$ cat src/rtl/gpu_dispatcher_if.sv
// Dispatcher-side bundle: kernel launch from the DCR plus per-core run/retire handshakes.
// The slave modport is the dispatcher; the master modport is the DCR/core side.
interface gpu_dispatcher_if #(
    parameter int unsigned NUM_CORES         = 2,
    parameter int unsigned THREADS_PER_BLOCK = 4,
    parameter int unsigned TC_W              = 8
);
    localparam int unsigned CNT_W = $clog2(THREADS_PER_BLOCK + 1);

    logic                        start;
    logic [TC_W-1:0]             thread_count;
    logic [NUM_CORES-1:0]        core_done;
    logic [NUM_CORES-1:0]        core_start;
    logic [NUM_CORES-1:0]        core_reset;
    logic [NUM_CORES*TC_W-1:0]   core_block_id;
    logic [NUM_CORES*CNT_W-1:0]  core_thread_count;
    logic                        done;

    modport master (
        output start, thread_count, core_done,
        input  core_start, core_reset, core_block_id, core_thread_count, done
    );

    modport slave (
        input  start, thread_count, core_done,
        output core_start, core_reset, core_block_id, core_thread_count, done
    );
endinterface

$ cat src/rtl/gpu_dispatcher.sv
// Block dispatcher: splits a kernel's thread count into fixed-size blocks, hands them to
// free cores one per cycle, pulses each core's reset on completion and flags kernel done.
module gpu_dispatcher #(
    parameter int unsigned NUM_CORES         = 2,
    parameter int unsigned THREADS_PER_BLOCK = 4,
    parameter int unsigned TC_W              = 8
) (
    input  logic            clk,
    input  logic            reset,
    gpu_dispatcher_if.slave bus
);
    localparam int unsigned LOG2_TPB = $clog2(THREADS_PER_BLOCK);
    localparam int unsigned CNT_W    = $clog2(THREADS_PER_BLOCK + 1);
    // One extra bit so ceil(TC/TPB) cannot overflow at the top of the thread-count range
    localparam int unsigned BLK_W    = TC_W + 1;

    typedef enum logic [1:0] {S_IDLE, S_DISPATCH, S_DONE} state_t;
    typedef enum logic [1:0] {C_FREE, C_BUSY, C_RESET} core_state_t;

    state_t          state;
    core_state_t     core_st [NUM_CORES];
    logic [TC_W-1:0] tc;
    logic [BLK_W-1:0] total_blocks;
    logic [BLK_W-1:0] blocks_dispatched;
    logic [BLK_W-1:0] blocks_done;

    logic                 can_dispatch_c;
    logic                 found_c;
    logic [NUM_CORES-1:0] dispatch_sel_c;
    logic [NUM_CORES-1:0] retire_c;
    logic [BLK_W-1:0]     retire_cnt_c;
    logic [BLK_W-1:0]     remaining_c;
    logic [CNT_W-1:0]     block_threads_c;

    // Lowest free core gets the next block; every busy core seeing core_done retires.
    always_comb begin
        can_dispatch_c = (state == S_DISPATCH) && (blocks_dispatched < total_blocks);
        found_c        = 1'b0;
        dispatch_sel_c = '0;
        retire_c       = '0;
        retire_cnt_c   = '0;
        for (int i = 0; i < NUM_CORES; i++) begin
            if (can_dispatch_c && !found_c && core_st[i] == C_FREE) begin
                dispatch_sel_c[i] = 1'b1;
                found_c           = 1'b1;
            end
            retire_c[i]  = (core_st[i] == C_BUSY) && bus.core_done[i];
            retire_cnt_c = retire_cnt_c + BLK_W'(retire_c[i]);
        end
        remaining_c     = BLK_W'(tc) - (blocks_dispatched << LOG2_TPB);
        block_threads_c = (remaining_c >= BLK_W'(THREADS_PER_BLOCK)) ?
                          CNT_W'(THREADS_PER_BLOCK) : CNT_W'(remaining_c);
    end

    always_ff @(posedge clk or negedge reset) begin
        if (!reset) begin
            state                 <= S_IDLE;
            tc                    <= '0;
            total_blocks          <= '0;
            blocks_dispatched     <= '0;
            blocks_done           <= '0;
            bus.done              <= 1'b0;
            bus.core_start        <= '0;
            bus.core_reset        <= '0;
            bus.core_block_id     <= '0;
            bus.core_thread_count <= '0;
            for (int i = 0; i < NUM_CORES; i++) begin
                core_st[i] <= C_FREE;
            end
        end else begin
            // Per-core lifecycle: FREE -> BUSY -> RESET (one-cycle pulse) -> FREE
            for (int i = 0; i < NUM_CORES; i++) begin
                case (core_st[i])
                    C_FREE: begin
                        if (dispatch_sel_c[i]) begin
                            core_st[i]                                <= C_BUSY;
                            bus.core_start[i]                         <= 1'b1;
                            bus.core_block_id[i*TC_W +: TC_W]         <= TC_W'(blocks_dispatched);
                            bus.core_thread_count[i*CNT_W +: CNT_W]   <= block_threads_c;
                        end
                    end
                    C_BUSY: begin
                        if (retire_c[i]) begin
                            core_st[i]        <= C_RESET;
                            bus.core_start[i] <= 1'b0;
                            bus.core_reset[i] <= 1'b1;
                        end
                    end
                    C_RESET: begin
                        core_st[i]        <= C_FREE;
                        bus.core_reset[i] <= 1'b0;
                    end
                    default: core_st[i] <= C_FREE;
                endcase
            end

            case (state)
                S_IDLE, S_DONE: begin
                    if (bus.start) begin
                        state             <= S_DISPATCH;
                        tc                <= bus.thread_count;
                        total_blocks      <= (BLK_W'(bus.thread_count) +
                                              BLK_W'(THREADS_PER_BLOCK - 1)) >> LOG2_TPB;
                        blocks_dispatched <= '0;
                        blocks_done       <= '0;
                        bus.done          <= 1'b0;
                    end
                end
                S_DISPATCH: begin
                    if (dispatch_sel_c != '0) begin
                        blocks_dispatched <= blocks_dispatched + BLK_W'(1);
                    end
                    blocks_done <= blocks_done + retire_cnt_c;
                    if (blocks_done == total_blocks) begin
                        state    <= S_DONE;
                        bus.done <= 1'b1;
                    end
                end
                default: state <= S_IDLE;
            endcase
        end
    end
endmodule

$ cat src/flat_wrapper.sv
// flat-port wrapper written by rule: the top's interface ports become plain ports
module gpu_dispatcher_flat 
#(
    parameter int unsigned NUM_CORES         = 2,
    parameter int unsigned THREADS_PER_BLOCK = 4,
    parameter int unsigned TC_W              = 8
)
  (clk, reset, bus_start, bus_thread_count, bus_core_done, bus_core_start, bus_core_reset, bus_core_block_id, bus_core_thread_count, bus_done);
  gpu_dispatcher_if #(.NUM_CORES(NUM_CORES), .THREADS_PER_BLOCK(THREADS_PER_BLOCK), .TC_W(TC_W)) bus_i ();
  input  logic clk;
  input  logic reset;
  input wire logic [$bits(bus_i.start)-1:0] bus_start;
  input wire logic [$bits(bus_i.thread_count)-1:0] bus_thread_count;
  input wire logic [$bits(bus_i.core_done)-1:0] bus_core_done;
  output wire logic [$bits(bus_i.core_start)-1:0] bus_core_start;
  output wire logic [$bits(bus_i.core_reset)-1:0] bus_core_reset;
  output wire logic [$bits(bus_i.core_block_id)-1:0] bus_core_block_id;
  output wire logic [$bits(bus_i.core_thread_count)-1:0] bus_core_thread_count;
  output wire logic [$bits(bus_i.done)-1:0] bus_done;
  assign bus_i.start = bus_start;
  assign bus_i.thread_count = bus_thread_count;
  assign bus_i.core_done = bus_core_done;
  assign bus_core_start = bus_i.core_start;
  assign bus_core_reset = bus_i.core_reset;
  assign bus_core_block_id = bus_i.core_block_id;
  assign bus_core_thread_count = bus_i.core_thread_count;
  assign bus_done = bus_i.done;
  gpu_dispatcher #(.NUM_CORES(NUM_CORES), .THREADS_PER_BLOCK(THREADS_PER_BLOCK), .TC_W(TC_W)) u_core (.clk(clk), .reset(reset), .bus(bus_i));
endmodule
$ cat config.mk
export PLATFORM = sky130hd
export DESIGN_NAME = gpu_dispatcher_flat
export DESIGN_NICKNAME = d
export VERILOG_FILES = /design/src/rtl/gpu_dispatcher_if.sv /design/src/rtl/gpu_dispatcher.sv /design/src/flat_wrapper.sv
export SDC_FILE = /design/constraint.sdc
export NUM_CORES = 1
export LEC_CHECK = 0
export CORE_ASPECT_RATIO = 1.75
export CORE_MARGIN = 3
export CORE_UTILIZATION = 60
export CTS_CLUSTER_DIAMETER = 80
export DETAILED_ROUTE_END_ITERATION = 10
export HOLD_SLACK_MARGIN = 0.06
export PLACE_DENSITY = 0.86
export RECOVER_POWER = 25
export SETUP_SLACK_MARGIN = 0.3
export SLEW_MARGIN = 40
export SYNTH_ARGS = -nofsm -noshare
export SYNTH_HDL_FRONTEND = slang
export SYNTH_SLANG_ARGS = --single-unit
$ cat constraint.sdc
create_clock -name clk -period 4.7 [get_ports clk]
set_clock_uncertainty 0.05 [all_clocks]
set_input_delay 1.41 -clock clk [delete_from_list [all_inputs] [get_ports clk]]
set_output_delay 1.41 -clock clk [all_outputs]
set_load 0.02 [all_outputs]
==> results.sh, run 1 <==
export IMPL_status="complete, but fails checks"
export IMPL_violations="max-capacitance violations, max-slew violations"
export IMPL_cap_violations=1
export IMPL_gr_total_overflow=0
export IMPL_seq_area_mm2=0.00165
export IMPL_fin_area_mm2=0.00403
export IMPL_met3_usage_pct=3.76
export IMPL_reg2reg_depth=6
export IMPL_synthArstFlopShare_pct=100
export IMPL_busiest_layer="met2"
export IMPL_clock_sinks=66
export IMPL_min_path_type="reg2reg"
export IMPL_yosys_warnings=0
export IMPL_synthFlopType="dfrtp_1"
export IMPL_grt_max_degree=48
export IMPL_clk_pin_slew_ns=0.07
export IMPL_hold_path_cell_count=1
export IMPL_drc_errors=0
export IMPL_setup_viol=0
export IMPL_gp_congestion=0.848
export IMPL_critical_path_required_ns=4.88
export IMPL_synth_area_mm2=0.00337
export IMPL_ys_seq_area_share_pct=49.0
export IMPL_clockRootBuffer="clkbuf_8"
export IMPL_fmax_ghz=0.291
export IMPL_cp_startpoint="bus_core_done[0]"
export IMPL_syn_num_nets=339
export IMPL_synth_cell_types=50
export IMPL_min_from="u_core.blocks_done[8]"
export IMPL_cp_slowest_stage_delay_ns=0.44
export IMPL_avgSynthCellArea_um2=10.9
export IMPL_dieArea_mm2=0.00659
export IMPL_rr_endpoint="u_core.bus.core_block_id[11]"
export IMPL_worst_path_stages=11
export IMPL_placeableCoreArea_mm2=0.00534
export IMPL_ir_worst_vdd_mv=0.413
export IMPL_leakagePower_nw=1.89
export IMPL_layout_commonest_cell="dfrtp_1"
export IMPL_path_cells="clkdlybuf4s50_1 > nand2_1 > nor2_1 > ha_1 > ha_1 > inv_1 > fa_1 > nor2_1 > and3_1 > nand3_1 > mux2i_1"
export IMPL_postCtsHoldBufs=0
export IMPL_internal_power_w=0.00162
export IMPL_worstPathMaxFanout=3
export IMPL_setup_tns_ns=0
export IMPL_ys_ff_latch=66
export IMPL_most_common_layout_cells="dfrtp_1, clkdlybuf4s50_1, nand2_1"
export IMPL_slew_headroom_pct=-64.0
export IMPL_path_delay_family="adder cells"
export IMPL_io_pins=40
export IMPL_critPathKind="in2reg"
export IMPL_antenna_found_initial=0
export IMPL_drt_initial_drc_count=127
export IMPL_hold_viol=0
export IMPL_start_util_pct=63.1
export IMPL_gr_usage_met1_pct=25.3
export IMPL_regToRegSetupSlack_ns=1.68
export IMPL_n_antenna_cell=0
export IMPL_p_comb_share_pct=46.0
export IMPL_tightest_slew_ns=2.46
export IMPL_r2r_start="u_core.blocks_dispatched[4]"
export IMPL_fp_row_count=35
export IMPL_grt_pass1_vias=2435
export IMPL_cts_tree="done"
export IMPL_die_w_um=62.7
export IMPL_multi_input_comb_area_mm2=0.00160
export IMPL_drv_slew=48
export IMPL_clk_latency_ns=0.35
export IMPL_htree_levels=3
export IMPL_post_route_min_period_ns=3.44
export IMPL_grt_util_met2_pct=37.0
export IMPL_cp_num_buf_inv=2
export IMPL_vias_per_cell=5.69
export IMPL_synth_edf_count=0
export IMPL_fin_crit_sh_pct=73.1
export IMPL_fill_cells=384
export IMPL_firstDrtPassIters=4
export IMPL_grt_pass1_wl_mm=11.3
export IMPL_cts_buffer_depth=2
export IMPL_pwr_share_seq_pct=34.5
export IMPL_dieHeight_um=105
export IMPL_cts_resized=0
export IMPL_start_kind="primary input"
export IMPL_syn_to_final_growth_pct=19.6
export IMPL_numCtsBuffers=9
export IMPL_worstPathArrival_ns=3.61
export IMPL_port_buffers=39
export IMPL_final_core_util_pct=75.5
export IMPL_drive_above_1_share_pct=12.4
export IMPL_synthCells=308
export IMPL_crit_path_end_kind="flip-flop"
export IMPL_ant_nets=0
export IMPL_netSwitchingPower_w=0.00105
export IMPL_p_sw_share_pct=39.3
export IMPL_power_density_mw_per_mm2=663
export IMPL_vias=2447
export IMPL_place_hpwl_mm=4.89
export IMPL_cts_setup_buffers=0
export IMPL_clkPwrFrac_pct=19.5
export IMPL_cp_slowest_cell="clkdlybuf4s50_1"
export IMPL_routedWlPerCell_um=15.4
export IMPL_nNetsFinal=382
export IMPL_crit_end="u_core.blocks_done[6]"
export IMPL_routed_wl_mm=6.63
export IMPL_rsz0062_at_grt="no"
export IMPL_grt_usage_pct=21.7
export IMPL_place_area_mm2=0.00382
[Yosys cell counts (all sizes together), types with 3 or more instances]
library cell  count  area [um^2]
a211oi            3         37.5
a21oi             7         35.0
and2              3         18.8
and3              8         50.1
buf               4         32.5
clkbuf            5         18.8
dfrtp            66         1650
ha               16          200
inv              20         75.1
mux2             26          315
mux2i             8         80.1
nand2            34          135
nand2b            5         31.3
nand3            14         70.1
nor2             12         47.6
nor2b             3         18.8
nor3              4         20.0
nor4b             3         26.3
o21ai            24          120
xnor2             6         52.6
xor2              8         70.1
[cell type report]
class	instances	area share, %
Sequential cell	66	40.9
Multi-Input combinational cell	213	39.6
Timing Repair Buffer	41	9.89
Clock buffer	11	3.50
Tap cell	74	2.30
Clock inverter	5	1.92
Inverter	20	1.86
[kinds of logic (layout without fill, tap and decap cells)]
family / after synthesis / after routing / share of synthesized area [%]
xor+xnor: 14 / 14 / 3.64
simple gates: 95 / 95 / 14.3
mux: 34 / 34 / 11.7
buf+inv: 29 / 77 / 3.75
fa+ha+maj: 18 / 18 / 7.12
compound gates: 52 / 52 / 10.5
flops: 66 / 66 / 49.0
[registers in the layout (all words and copies together), names as in the netlist]
register / count
u_core.blocks_dispatched: 9
u_core.blocks_done: 9
u_core.state: 2
u_core.bus.core_start: 2
u_core.bus.core_reset: 2
u_core.bus.core_thread_count: 6
u_core.tc: 8
u_core.core_st: 4
u_core.bus.done: 1
u_core.total_blocks: 7
u_core.bus.core_block_id: 16
[power groups by stage]
stage / logic (W) / registers [W] / clock network (W)
after global placement: 0.00117 / 0.000924 / 0
after global routing: 0.00135 / 0.000944 / 0.000557
after floorplan: 0.000870 / 0.000954 / 0
after CTS: 0.00124 / 0.000924 / 0.000529
after detailed placement: 0.00123 / 0.000934 / 0
final: 0.00123 / 0.000923 / 0.000521
[worst register-to-register path, delay by kind of cell (launching register included)]
family | cells | cell delay (ns)
mux | 1 | 0.46
fa+ha+maj | 1 | 0.37
simple gates | 2 | 0.64
compound gates | 2 | 0.91
flops | 1 | 0.47
[how the worst min path moves through the flow]
stage                                              end  slack, ns
after floorplan                  u_core.blocks_done[8]       0.39
after detailed placement               u_core.bus.done       0.41
after CTS                        u_core.blocks_done[8]       0.44
after global placement                 u_core.bus.done       0.42
final                            u_core.blocks_done[8]       0.44
after global routing      u_core.bus.core_block_id[15]       0.46
[metrics by stage]
| stage | hold WS [ns] | worst slack [ns] | std cells | power [W] |
|---|---|---|---|---|
| global route | 0.456 | 0.959 | 430 | 0.00285 |
| finish | 0.435 | 1.26 | 430 | 0.00268 |
| detailed placement | 0.412 | 0.935 | 414 | 0.00216 |
| global placement | 0.416 | 1.04 | 414 | 0.00210 |
| floorplan | 0.389 | 1.61 | 308 | 0.00182 |
| CTS | 0.437 | 1.27 | 430 | 0.00269 |
[routing by layer]
| metal | vias to the layer above | share of wire [%] |
|---|---|---|
| met5 | - | 0 |
| met4 | 0 | 3.9 |
| met3 | 24 | 3.6 |
| met2 | 59 | 53 |
| met1 | 1193 | 40 |
| li1 | 1171 | - |
Note: power is estimated with default switching activity, not from simulation.
==> run 2: changes to the inputs <==
Settings changed: CORE_UTILIZATION 60 to 56, PLACE_DENSITY 0.86 to 0.81.
Clock period 4.7 ns to 3.4 ns, I/O delays scaled along.
==> results.sh, run 2 (same netlist as run 1, synthesis figures left out) <==
export IMPL_dieArea_mm2=0.00703
export IMPL_fmax_ghz=0.326
export IMPL_antenna_found_initial=0
export IMPL_drive_above_1_share_pct=13.4
export IMPL_grt_max_degree=33
export IMPL_cpMostUsedCell="ha_1"
export IMPL_ir_worst_vdd_mv=0.465
export IMPL_cp_slowest_cell="dlygate4sd3_1"
export IMPL_cp_slowest_stage_delay_ns=0.58
export IMPL_gp_congestion=0.824
export IMPL_cts_buffer_depth=2
export IMPL_cp_num_buf_inv=2
export IMPL_critPathKind="in2reg"
export IMPL_violations="max-capacitance violations, max-slew violations"
export IMPL_grt_pass1_wl_mm=11.8
export IMPL_clkPwrFrac_pct=18.2
export IMPL_gr_total_overflow=0
export IMPL_nNetsFinal=385
export IMPL_path_delay_family="adder cells"
export IMPL_htree_levels=3
export IMPL_tightest_slew_ns=1.64
export IMPL_finalPower_w=0.00368
export IMPL_grt_util_met2_pct=41.2
export IMPL_rr_endpoint="u_core.bus.core_thread_count[2]"
export IMPL_min_from="u_core.blocks_done[8]"
export IMPL_power_density_mw_per_mm2=909
export IMPL_p_sw_share_pct=40.4
export IMPL_cts_tree="done"
export IMPL_path_cells="dlygate4sd3_1 > nand2_1 > nor2_1 > ha_1 > ha_1 > inv_1 > fa_1 > nor2_2 > and3_4 > nand3_1 > mux2i_1"
export IMPL_busiest_layer="met2"
export IMPL_fin_crit_sh_pct=90.2
export IMPL_firstDrtPassIters=5
export IMPL_vias_per_cell=5.70
export IMPL_slew_headroom_pct=-9.29
export IMPL_regToRegSetupSlack_ns=0.70
export IMPL_start_util_pct=58.9
export IMPL_top_regs="u_core.bus.core_block_id x16, u_core.blocks_dispatched x9, u_core.blocks_done x9"
export IMPL_clk_pin_slew_ns=0.07
export IMPL_hold_path_end="u_core.blocks_done[8]"
export IMPL_grt_pass1_vias=2568
export IMPL_drc_errors=0
export IMPL_numCtsBuffers=9
export IMPL_place_hpwl_mm=5.24
export IMPL_post_route_min_period_ns=3.07
export IMPL_pwr_share_seq_pct=34.6
export IMPL_hold_path_cell_count=1
export IMPL_p_comb_share_pct=47.2
export IMPL_rsz0062_at_grt="no"
export IMPL_regMostFlops="u_core.bus.core_block_id"
export IMPL_met3_usage_pct=5.15
export IMPL_hold_viol=0
export IMPL_netSwitchingPower_w=0.00149
export IMPL_worstPathArrival_ns=3.25
export IMPL_io_pins=40
export IMPL_reg2reg_depth=8
export IMPL_min_path_type="reg2reg"
export IMPL_cap_violations=1
export IMPL_clock_sinks=66
export IMPL_drt_initial_drc_count=106
export IMPL_ant_nets=0
export IMPL_layout_commonest_cell="dfrtp_1"
export IMPL_syn_to_final_growth_pct=20.0
export IMPL_leakagePower_nw=1.88
export IMPL_crit_path_end_kind="flip-flop"
export IMPL_worstPathMaxFanout=3
export IMPL_status="complete, but fails checks"
export IMPL_setup_tns_ns=0
export IMPL_vias=2481
export IMPL_routedWlPerCell_um=15.9
export IMPL_grt_usage_pct=22.4
export IMPL_drv_slew=33
export IMPL_clockRootBuffer="clkbuf_8"
export IMPL_placeableCoreArea_mm2=0.00572
export IMPL_gr_usage_met1_pct=23.7
export IMPL_r2r_start="u_core.blocks_dispatched[0]"
export IMPL_critical_path_required_ns=3.58
export IMPL_port_buffers=39
export IMPL_die_w_um=64.7
export IMPL_setup_viol=0
export IMPL_routed_wl_mm=6.90
export IMPL_clk_latency_ns=0.35
export IMPL_start_kind="primary input"
export IMPL_fp_row_count=36
export IMPL_largest_register_ffs=16
export IMPL_most_common_layout_cells="dfrtp_1, clkdlybuf4s50_1, nand2_1"
export IMPL_internal_power_w=0.00219
export IMPL_cts_setup_buffers=0
export IMPL_n_antenna_cell=0
export IMPL_dieHeight_um=109
[run 2: layer usage]
metal | routed length [um] | up-vias
li1 | - | 1174
met2 | 3840 | 64
met3 | 245 | 22
met1 | 2630 | 1221
met4 | 189 | 0
met5 | 0 | -
[run 2: per-stage QoR]
step / cell area, um^2 / setup slack, ns / hold slack [ns] / util (%) / instances
finish: 4050 / 0.334 / 0.431 / 70.7 / 435
global route: 4050 / 0.204 / 0.451 / 70.7 / 435
CTS: 4040 / 0.415 / 0.431 / 70.7 / 435
detailed placement: 3840 / 0.0394 / 0.420 / 67.1 / 419
global placement: 3840 / 0.128 / 0.410 / 67.1 / 419
floorplan: 3370 / 0.698 / 0.389 / - / 308
[run 2: what timing repair did]
| action | 4_1_cts | 5_1_grt |
|---|---|---|
| resized for setup | 0 | 2 |
| endpoints found under the setup margin | 0 | 2 |
| hold buffers | 0 | 0 |
[run 2: worst max-delay path by stage]
| stage | from | end | depth (start not counted) | slack, ns |
|---|---|---|---|---|
| 2_1_floorplan | bus_core_done[0] | u_core.blocks_done[6] | 10 | 0.70 |
| 3_3_place_gp | bus_core_done[0] | u_core.blocks_done[6] | 11 | 0.13 |
| 3_5_place_dp | bus_core_done[0] | u_core.blocks_done[6] | 11 | 0.04 |
| 4_1_cts | bus_core_done[0] | u_core.blocks_done[6] | 11 | 0.41 |
| 5_1_grt | bus_core_done[0] | u_core.blocks_done[6] | 11 | 0.20 |
| 6_report | bus_core_done[0] | u_core.blocks_done[6] | 11 | 0.33 |
[run 2: final cells by class]
cell class | instances | area, um^2
clock buffers | 10 | 138
clock inverters | 6 | 66.3
repair buffers | 44 | 418
fillers | 435 | 1680
flip-flops and latches | 66 | 1650
inverters | 20 | 75.1
multi-input cells | 213 | 1600
well taps | 76 | 95.1
[run 2: power by group through the flow]
stage	combinational [W]	clock, W	sequential, W
floorplan	0.00120	0	0.00132
global placement	0.00166	0	0.00127
detailed placement	0.00174	0	0.00129
CTS	0.00176	0.000673	0.00127
global route	0.00193	0.000704	0.00131
finish	0.00174	0.000669	0.00127
==> run 3: changes to the inputs <==
Settings changed: CORE_MARGIN 3 to 5.
==> results.sh, run 3 (same netlist as run 1, synthesis figures left out) <==
export IMPL_status="complete, but fails checks"
export IMPL_violations="max-capacitance violations, max-slew violations"
export IMPL_critPathKind="in2reg"
export IMPL_top_regs="u_core.bus.core_block_id x16, u_core.blocks_dispatched x9, u_core.blocks_done x9"
export IMPL_drt_initial_drc_count=128
export IMPL_gr_total_overflow=0
export IMPL_n_antenna_cell=0
export IMPL_start_util_pct=57.4
export IMPL_routedWlPerCell_um=15.8
export IMPL_cts_tree="done"
export IMPL_worstPathArrival_ns=3.16
export IMPL_fmax_ghz=0.336
export IMPL_die_w_um=68.7
export IMPL_nNetsFinal=386
export IMPL_numCtsBuffers=9
export IMPL_min_from="u_core.bus.core_block_id[13]"
export IMPL_grt_pass1_wl_mm=11.9
export IMPL_drv_slew=36
export IMPL_start_kind="primary input"
export IMPL_layout_commonest_cell="dfrtp_1"
export IMPL_drive_above_1_share_pct=11.7
export IMPL_place_hpwl_mm=5.19
export IMPL_drc_errors=0
export IMPL_setup_tns_ns=0
export IMPL_dieHeight_um=113
export IMPL_dieArea_mm2=0.00773
export IMPL_firstDrtPassIters=4
export IMPL_rsz0062_at_grt="no"
export IMPL_slew_headroom_pct=-26.7
export IMPL_r2r_start="u_core.blocks_dispatched[1]"
export IMPL_placeableCoreArea_mm2=0.00588
export IMPL_clockRootBuffer="clkbuf_8"
export IMPL_seq_area_mm2=0.00165
export IMPL_grt_pass1_vias=2587
export IMPL_fin_crit_sh_pct=87.4
export IMPL_worstPathMaxFanout=3
export IMPL_rr_endpoint="u_core.bus.core_thread_count[5]"
export IMPL_grt_usage_pct=20.7
export IMPL_leakagePower_nw=1.89
export IMPL_multi_input_comb_area_mm2=0.00159
export IMPL_cts_buffer_depth=2
export IMPL_port_buffers=39
export IMPL_postCtsHoldBufs=0
export IMPL_clock_sinks=66
export IMPL_gp_congestion=0.857
export IMPL_vias=2448
export IMPL_antenna_found_initial=0
export IMPL_most_common_layout_cells="dfrtp_1, clkdlybuf4s50_1, nand2_1"
export IMPL_fin_ws_ns=0.427
export IMPL_post_route_min_period_ns=2.97
export IMPL_min_path_type="reg2reg"
export IMPL_io_pins=40
export IMPL_setup_viol=0
export IMPL_clk_pin_slew_ns=0.07
export IMPL_routed_wl_mm=6.92
export IMPL_tightest_slew_ns=1.90
export IMPL_fill_cells=467
export IMPL_ant_nets=0
export IMPL_htree_levels=3
export IMPL_cts_setup_buffers=0
export IMPL_crit_path_end_kind="flip-flop"
export IMPL_syn_to_final_growth_pct=19.8
export IMPL_power_density_mw_per_mm2=916
export IMPL_regMostFlops="u_core.bus.core_block_id"
export IMPL_reg2reg_depth=7
export IMPL_clk_latency_ns=0.35
export IMPL_hold_path_end="u_core.bus.core_block_id[13]"
export IMPL_vias_per_cell=5.60
export IMPL_hold_path_cell_count=1
export IMPL_cap_violations=1
export IMPL_largest_register_ffs=16
export IMPL_critical_path_required_ns=3.59
export IMPL_grt_max_degree=36
export IMPL_cts_resized=0
export IMPL_regToRegSetupSlack_ns=0.87
export IMPL_fp_row_count=37
export IMPL_hold_viol=0
export IMPL_place_ws_ns=0.0701
export IMPL_ir_worst_vdd_mv=0.427
[run 3: cell count changes in the layout (fill, tap and decap cells not counted)]
cell	change
bufinv_16	+1
and3_4	-1
clkbuf_8	-1
nor2_2	-1
clkinvlp_4	-3
clkbuf_1	+4
and3_1	+1
dlygate4sd3_1	-2
clkinv_4	-1
nor2_1	+1
clkdlybuf4s50_1	+2
[run 3: per-layer routing]
layer / up-vias / part of all wire (%) / track usage [%]
li1: 1168 / - / -
met1: 1208 / 38 / 23.8
met2: 51 / 53 / 33.0
met3: 21 / 3.7 / 5.01
met4: 0 / 4.9 / 13.1
met5: - / 0 / 0
[run 3: layout make-up]
class                           instances  area share, %
Sequential cell                        66           40.9
Multi-Input combinational cell        213           39.5
Timing Repair Buffer                   45           10.4
Clock buffer                           12           3.34
Tap cell                               78           2.42
Inverter                               20           1.86
Clock inverter                          3           1.61
[run 3: critical path: stages]
cell             delay, ns
clkdlybuf4s50_1       0.43
nand2_1               0.12
nor2_1                0.07
ha_1                  0.29
ha_1                  0.16
inv_1                 0.06
fa_1                  0.36
nor2_1                0.16
and3_1                0.24
nand3_1               0.11
mux2i_1               0.13
[run 3: worst max-delay path by stage]
stage	to	slack, ns	from
floorplan	u_core.blocks_done[6]	0.70	bus_core_done[0]
global placement	u_core.blocks_done[6]	0.13	bus_core_done[0]
detailed placement	u_core.blocks_done[6]	0.07	bus_core_done[0]
CTS	u_core.blocks_done[6]	0.45	bus_core_done[0]
global route	u_core.total_blocks[1]	0.26	reset
finish	u_core.blocks_done[6]	0.43	bus_core_done[0]
[run 3: report_power, final]
part	total (W)	internal (W)	switching [W]
Combinational	0.00175	0.000809	0.000941
Sequential	0.00126	0.00103	0.000228
Clock	0.000691	0.000408	0.000283
[run 3: through the flow]
stage | cells | hold slack [ns] | power [W] | instance area [um^2] | util, %
final | 437 | 0.437 | 0.00370 | 4040 | 68.7
after floorplan | 308 | 0.389 | 0.00252 | 3370 | -
after global placement | 422 | 0.416 | 0.00294 | 3850 | 65.5
after detailed placement | 422 | 0.424 | 0.00303 | 3850 | 65.5
after CTS | 437 | 0.424 | 0.00373 | 4050 | 68.9
after global routing | 437 | 0.464 | 0.00397 | 4040 | 68.7
